`src/rtl/zx_sound_pkg.sv`:
```
// Shared widths, reset constants and types for the multisound DAC path.
package zx_sound_pkg;
    localparam int SAMPLE_W = 8;
    localparam int VOL_W    = 6;
    localparam int VOL_MAX  = 63;
    localparam logic [SAMPLE_W-1:0] SAMPLE_MID = 8'h80;
    localparam logic [15:0] LFSR_SEED = 16'hACE1;
    // Right-shifting Galois mask for x^16 + x^14 + x^13 + x^11 + 1
    localparam logic [15:0] LFSR_TAPS = 16'hB400;

    typedef logic [SAMPLE_W-1:0] sample_t;
    typedef logic [VOL_W-1:0]    vol_t;
endpackage

```
`src/rtl/zx_dac_channel.sv`:
```
// One DAC channel: double-buffered sample/volume, volume gate, first-order
// sigma-delta accumulator and the midscale idle toggle used while gated off.
module zx_dac_channel
    import zx_sound_pkg::*;
(
    input  logic    clk32,
    input  logic    rst_n,
    input  vol_t    vol_cnt,
    input  logic    boundary,
    input  logic    dither_bit,
    input  sample_t sample_in,
    input  logic    sample_wr,
    input  vol_t    vol_in,
    input  logic    vol_wr,
    output logic    dac_out
);
    sample_t    shadow_sample, active_sample, acc;
    vol_t       shadow_vol, active_vol;
    logic       idle_tog;
    logic       en;
    logic [8:0] sum;
    sample_t    next_shadow_sample;
    vol_t       next_shadow_vol;

    // A strobe on the boundary cycle bypasses straight into the active copy.
    assign next_shadow_sample = sample_wr ? sample_in : shadow_sample;
    assign next_shadow_vol    = vol_wr    ? vol_in    : shadow_vol;

    assign en  = (vol_cnt < active_vol) || (active_vol == vol_t'(VOL_MAX));
    assign sum = {1'b0, acc} + {1'b0, active_sample} + {8'b0, dither_bit};

    always_ff @(posedge clk32 or negedge rst_n) begin
        if (!rst_n) begin
            shadow_sample <= SAMPLE_MID;
            active_sample <= SAMPLE_MID;
            shadow_vol    <= '0;
            active_vol    <= '0;
            acc           <= '0;
            idle_tog      <= 1'b0;
            dac_out       <= 1'b0;
        end else begin
            shadow_sample <= next_shadow_sample;
            shadow_vol    <= next_shadow_vol;
            if (boundary) begin
                active_sample <= next_shadow_sample;
                active_vol    <= next_shadow_vol;
            end
            if (en) begin
                acc     <= sum[7:0];
                dac_out <= sum[8];
            end else begin
                idle_tog <= ~idle_tog;
                dac_out  <= idle_tog;
            end
        end
    end
endmodule

```
`src/rtl/zx_dac_modulator.sv`:
```
// Multichannel sigma-delta DAC with volume time-gating.
// Define ZX_DAC_DITHER_EN to add LFSR carry-in dither to every channel.
module zx_dac_modulator
    import zx_sound_pkg::*;
#(
    parameter int CHANNELS = 4,
    parameter int VOL_STEP = 31
) (
    input  logic                         clk32,
    input  logic                         rst_n,
    input  logic [SAMPLE_W*CHANNELS-1:0] sample_in,
    input  logic [CHANNELS-1:0]          sample_wr,
    input  logic [VOL_W*CHANNELS-1:0]    vol_in,
    input  logic [CHANNELS-1:0]          vol_wr,
    output logic [CHANNELS-1:0]          dac_out,
    output logic                         frame_tick
);
    vol_t                vol_cnt;
    logic                boundary;
    logic [CHANNELS-1:0] dither;

    assign boundary = (vol_cnt == '0);

    // Odd step makes vol_cnt a full 64-cycle permutation, so each frame
    // presents every phase exactly once to the gate compare.
    always_ff @(posedge clk32 or negedge rst_n) begin
        if (!rst_n) begin
            vol_cnt    <= '0;
            frame_tick <= 1'b0;
        end else begin
            vol_cnt    <= vol_cnt + vol_t'(VOL_STEP);
            frame_tick <= boundary;
        end
    end

`ifdef ZX_DAC_DITHER_EN
    logic [15:0] lfsr;

    always_ff @(posedge clk32 or negedge rst_n) begin
        if (!rst_n) lfsr <= LFSR_SEED;
        else        lfsr <= {1'b0, lfsr[15:1]} ^ ({16{lfsr[0]}} & LFSR_TAPS);
    end
`endif

    for (genvar g = 0; g < CHANNELS; g++) begin : g_ch
`ifdef ZX_DAC_DITHER_EN
        assign dither[g] = lfsr[g % 16];
`else
        assign dither[g] = 1'b0;
`endif
        zx_dac_channel u_ch (
            .clk32      (clk32),
            .rst_n      (rst_n),
            .vol_cnt    (vol_cnt),
            .boundary   (boundary),
            .dither_bit (dither[g]),
            .sample_in  (sample_in[g*SAMPLE_W +: SAMPLE_W]),
            .sample_wr  (sample_wr[g]),
            .vol_in     (vol_in[g*VOL_W +: VOL_W]),
            .vol_wr     (vol_wr[g]),
            .dac_out    (dac_out[g])
        );
    end
endmodule

```
`config.mk`:
```
export PLATFORM = sky130hd
export DESIGN_NAME = zx_dac_modulator
export DESIGN_NICKNAME = d
export VERILOG_FILES = /design/src/rtl/zx_sound_pkg.sv /design/src/rtl/zx_dac_channel.sv /design/src/rtl/zx_dac_modulator.sv
export SDC_FILE = /design/constraint.sdc
export NUM_CORES = 1
export LEC_CHECK = 0
export ABC_CLOCK_PERIOD_IN_PS = 2300
export BUFFER_PORTS_ARGS = -buffer_cell sky130_fd_sc_hd__buf_4
export CORE_UTILIZATION = 35
export CTS_CLUSTER_SIZE = 10
export DETAILED_ROUTE_END_ITERATION = 10
export SLEW_MARGIN = 20
export SYNTH_ARGS = -nofsm -noshare
export SYNTH_HDL_FRONTEND = slang
export SYNTH_SLANG_ARGS = --single-unit
```
`constraint.sdc`:
```
create_clock -name clk32 -period 2.3 [get_ports clk32]
set_input_delay 0.575 -clock clk32 [delete_from_list [all_inputs] [get_ports clk32]]
set_output_delay 0.575 -clock clk32 [all_outputs]
set_load 0.03 [all_outputs]
```
[Word-level counts from Yosys, hierarchy flattened]
Cells that the tools add are included.
Storage, ports and cells
  input port bits: 66
  register bits: 159
  logic and storage cells: 64
Operators by class
  $lt $le $gt $ge: 4
  muxes and demuxes: 12
  equality and inequality tests: 4
  bitwise operators: 4
  reduce and logical (&&, ||, !) cells: 5
  $add $sub $neg: 5
Operator list (number)
  $add 8x8->9: 4
  $mux 8: 4
  $eq 6x6->1 const B: 4
  $lt 6x6->1: 4
  $mux 6: 4
  $add 6x5->6 const B: 1
  $logic_not 6->1: 1
  $logic_or 1x1->1: 4
  $mux 1: 4
  $not 1->1: 4

[Depth between registers and ports, before layout]
  depth in word-level cells: 3
  mapped depth: 8
  mapped depth without buffers: 8

[By module]
A second synthesis with hierarchy kept.
Second synthesis, totals
  cells, all modules: 621
  area, all modules: 7673.6 µm²
Modules (own cells, without submodules)
  zx_dac_channel at g_ch[1].u_ch ...: instances 3, sequential area each 953.4 µm², area an instance 1843.0 µm², cells an instance 150
  zx_dac_channel at g_ch[0].u_ch: instances 1, sequential area each 953.4 µm², area an instance 1858.0 µm², cells an instance 148
  zx_dac_modulator: instances 1, sequential area each 175.2 µm², area an instance 286.5 µm², cells an instance 23

[Worst setup path after synthesis]
Ideal clock, no wire load.
  path type: flip-flop to flip-flop
  start: register g_ch[0].u_ch.acc[0]
  end: register g_ch[0].u_ch.dac_out
  clock period less this slack: 2036 ps
  slack: 264 ps
  data arrival time: 1911 ps
  setup time: 125 ps
  stages on the path, launching flop included: 9
  buffers on the path: 0
  path through: dfrtp_1 > ha_1 > inv_1 > fa_1 > nor2b_4 > o31a_1 > o21a_1 > a311o_1 > mux2_4
On the way
  cells in the longest elaborated chain, start to end: 2
RTL lines
  from (decl): line zx_dac_channel.sv:17  | sample_t shadow_sample, active_sample, acc;
  from (signal assigned): line zx_dac_channel.sv:49  | acc <= sum[7:0];
  $add 8x8->9: line zx_dac_channel.sv:30  | assign sum = {1'b0, acc} + {1'b0, active_sample} + {8'b0, dither_bit};
  $mux 1: line zx_dac_channel.sv:48  | if (en) begin
  to (signal assigned): line zx_dac_channel.sv:50  | dac_out <= sum[8];
  to (signal assigned): line zx_dac_channel.sv:53  | dac_out <= idle_tog;
  to (decl): line zx_dac_channel.sv:15  | output logic dac_out
No other way between the ends.
A chain may end at the register's enable or synchronous reset.

[Worst setup path after layout]
  start: register vol_cnt[4]
  end: register g_ch[2].u_ch.acc[5]
On the way
  cells in the longest elaborated chain, start to end: 2
RTL lines
  from (decl): line zx_dac_modulator.sv:18  | vol_t vol_cnt;
  from (signal assigned): line zx_dac_modulator.sv:31  | vol_cnt <= vol_cnt + vol_t'(VOL_STEP);
  $lt 6x6->1: line zx_dac_channel.sv:29  | assign en = (vol_cnt < active_vol) || (active_vol == vol_t'(VOL_MAX));
  $logic_or 1x1->1: line zx_dac_channel.sv:29
  to (signal assigned): line zx_dac_channel.sv:49
  to (decl): line zx_dac_channel.sv:17
No other way between the ends.

==> results.md <==
* Worst-Margin Slew at 564 ps
* RSZ-0062 raised after global routing: no
* H-tree Lvls at 4
* Largest delay share family, worst path: simple AND/OR/NAND/NOR gates
* Vias in the first global route at 5090
* CTS tree: done
* Overall routing resource usage at 13.9%
* DR vias/cell at 4.89
* Synth-to-Final Area Change at 18.7%
* Fmax at 457 MHz
* Total chip power at 9.15 mW
* # setup viols final at 0
* CP required at 2600 ps
* Critical Path Start Type: register
* Antenna viol nets, final at 0
* Gate power share at 29.0%
* Switching Fraction at 29.4%
* Avg Synthesized Cell Area at 12.8 sq um
* Nets at 805
* Levels on crit path at 5
* Post-synthesis sequential area ratio at 51.5%
* Synth Area in Simple Gates at 4.28%
* Reg2Reg Depth at 5
* Vias post-DR at 4766
* Internal power at 6.46 mW
* Synth warnings at 0
* Max-slew violations at 0
* Main synth FF type: dfrtp_1
* Mapped Cells at 607
* Largest family of logic cells by synthesized area: multiplexers
* HPWL after DPL at 10.5 mm
* Die Y at 151 um
* Crit path from: vol_cnt[4]
* Post-synthesis net count at 731
* Compound-Gate Fraction of Synth Area at 8.60%
* Power Dens Cells at 996 nW/um^2
* Post-CTS Repair Setup Buffers at 0
* Root Driver: clkbuf_16
* Total CTS buffers at 17
* Mux cell area share after synthesis at 19.4%
* Layout Utilization at 42.2%
* Worst-Skew Late Latency at 420 ps
* First-iteration detailed-routing DRC count at 259
* Placed insts at 942
* Initial Utilization at 35.6%
* Final hold viol count at 0
* Reg power frac at 39.7%
* Layout Cells excl Fill at 974
* Max-cap violations at 0
* Synthesized area at 7740 sq um
* Setup TNS at 0 ps
* Clock network power share at 31.2%
* Crit-path cells: ha_1 > nand3_1 > o21ai_1 > and2_1 > mux2_2
* DRC at 0
* Post-synthesis xor/xnor area fraction at 2.72%
* LEAKAGE at 4.17 nW
* Yosys reg bits at 159
* P_sw at 2.69 mW
* CP max stage cell: dfrtp_1
* CP endpoint: g_ch[2].u_ch.acc[5]
* DIE WIDTH at 151 um
* EDFF count, synth at 0
* IO Count at 71
* Post-synthesis adder-cell area fraction at 9.76%
* Worst r2r dst: g_ch[2].u_ch.acc[5]
* Initial antenna violation count at 0
* Final period util at 95.1%
* CP Class: register to register
* Maximum VDD drop at 504 uV
* Cell Rows at 54
* Arrival time worst endpoint at 2490 ps
* HP Class: primary input to async pin
* Clk slew on worst S/H paths at 60 ps
* Maximum buffer depth of the clock tree at 2
* Drt first pass iters at 4
* Asr flop ratio synth at 100%
* PortBufs at 70
* Hold Worst Slack at 71.7 ps
* Crit. End Element: register
* R2R Path Start: vol_cnt[4]
* Core ar. at 21800 sq um
* Crit Path Max Fanout at 10
* Antenna cells at 0
* Final worst path period need at 2190 ps
* Largest net degree at the start of global routing at 65
* Num Clock Sinks at 159
* Routed WL per cell at 14.8 um
* Worst path bufs/invs at 0
* Status: finished, final reports clean
* First-pass GRT wire length at 24.3 mm
* Remaining Overflow, GRT at 0
* Clk_skew at 7.71 ps
* Die area at 22700 sq um
* Max_slew headroom at 62.1%
* Synth unique cells at 45
* Layout cells sized above 1 at 36.3%
* Crit-path max cell delay at 470 ps
* Routed wire length at 14.4 mm
* Placer congestion estimate at 0.833
* R2R Setup Slk at 110 ps
## final cells by class
type	count	area [sq um]
fill	2027	12600
tap	280	350
clock buffer	21	460
timing repair buffer	77	619
inverter	43	161
multi-input combinational	383	3470
sequential	159	3990
clock inverter	11	140
## per-stage QoR
stage / setup WS (ps) / cell area [sq um]
floorplan: 264 / 7740
global placement: 166 / 8580
detailed placement: 112 / 8580
CTS: 77.6 / 9190
global route: 6.25 / 9190
finish: 114 / 9190
## synth_stat cells (all sizes together) (4+ instances only)
cell | instances | area share, %
a211oi | 7 | 0.68
a21o | 13 | 1.3
a21oi | 27 | 1.7
a31oi | 5 | 0.40
buf | 12 | 1.1
clkbuf | 10 | 0.49
dfrtp | 151 | 49
dfstp | 8 | 2.7
fa | 4 | 1.0
ha | 54 | 8.7
inv | 43 | 2.1
mux2 | 133 | 19
nand2 | 7 | 0.34
nand2b | 8 | 0.65
nand3 | 9 | 0.58
nand4 | 4 | 0.32
nor2 | 10 | 0.49
nor3 | 15 | 0.97
o21a | 7 | 0.68
o21ai | 25 | 1.6
xnor2 | 15 | 1.7
xor2 | 9 | 1.0
## timing repair
action / in CTS / in global routing
setup endpoints to repair: 0 / 6
hold buffers: 0 / 0
gates resized for setup: 0 / 2
## cells in the final DEF, fill, tap and decap left out, types with 3 or more instances in the layout
master / instances
inv_1: 43
nand2_1: 7
o21a_1: 7
dfrtp_1: 151
mux2_2: 132
buf_12: 3
clkinv_2: 5
buf_4: 73
nand2b_1: 8
nand4_1: 4
a31oi_1: 5
nand3_1: 9
dfstp_2: 8
o21ai_0: 23
a21oi_1: 27
nor3_1: 15
o31ai_1: 3
nor2_1: 10
a21o_1: 13
xnor2_1: 15
a211oi_1: 7
ha_1: 54
o21bai_1: 3
bufinv_16: 3
fa_1: 4
clkbuf_16: 17
xor2_1: 9
## how the worst min path moves through the flow
stage,start,endpoint,slack (ps),cells after the start
after global routing,rst_n,g_ch[0].u_ch.shadow_vol[0],90,1
after global placement,g_ch[3].u_ch.idle_tog,g_ch[3].u_ch.idle_tog,450,1
after floorplan,rst_n,frame_tick,280,0
after CTS,rst_n,g_ch[0].u_ch.shadow_vol[0],80,1
final,rst_n,g_ch[0].u_ch.shadow_vol[0],70,1
after detailed placement,g_ch[2].u_ch.idle_tog,g_ch[2].u_ch.idle_tog,450,1
## registers in the layout, summed over array words and instances (netlist names)
signal                   flops
g_ch.u_ch.active_vol        24
g_ch.u_ch.shadow_sample     32
g_ch.u_ch.shadow_vol        24
frame_tick                   1
g_ch.u_ch.acc               32
g_ch.u_ch.idle_tog           4
vol_cnt                      6
g_ch.u_ch.active_sample     32
g_ch.u_ch.dac_out            4
## per-layer routing
| layer | vias to the layer above | share of wire, % | global-route usage (%) | wire length, um |
|---|---|---|---|---|
| met3 | 17 | 3.4 | 3.55 | 487 |
| met2 | 67 | 50 | 23.2 | 7170 |
| met5 | - | 0 | 0 | 0 |
| met1 | 2370 | 45 | 16.9 | 6460 |
| li1 | 2312 | - | - | - |
| met4 | 0 | 1.9 | 5.80 | 270 |
## cells by family after synthesis
logic type               count (synthesis)
AO/OA/AOI/OAI                          105
XOR/XNOR                                24
AND/OR/NAND/NOR                         63
flip-flops                             159
multiplexers                           133
buffers and inverters                   65
adder cells (fa/ha/maj)                 58
## power groups by stage
stage	clock network, mW	logic (mW)	registers, mW
after floorplan	0	2.12	3.59
after global placement	0	2.54	3.66
after detailed placement	0	2.66	3.68
after CTS	2.92	2.69	3.65
after global routing	3.05	3.01	3.71
final	2.86	2.66	3.64
(Power assumes the default switching activity.)
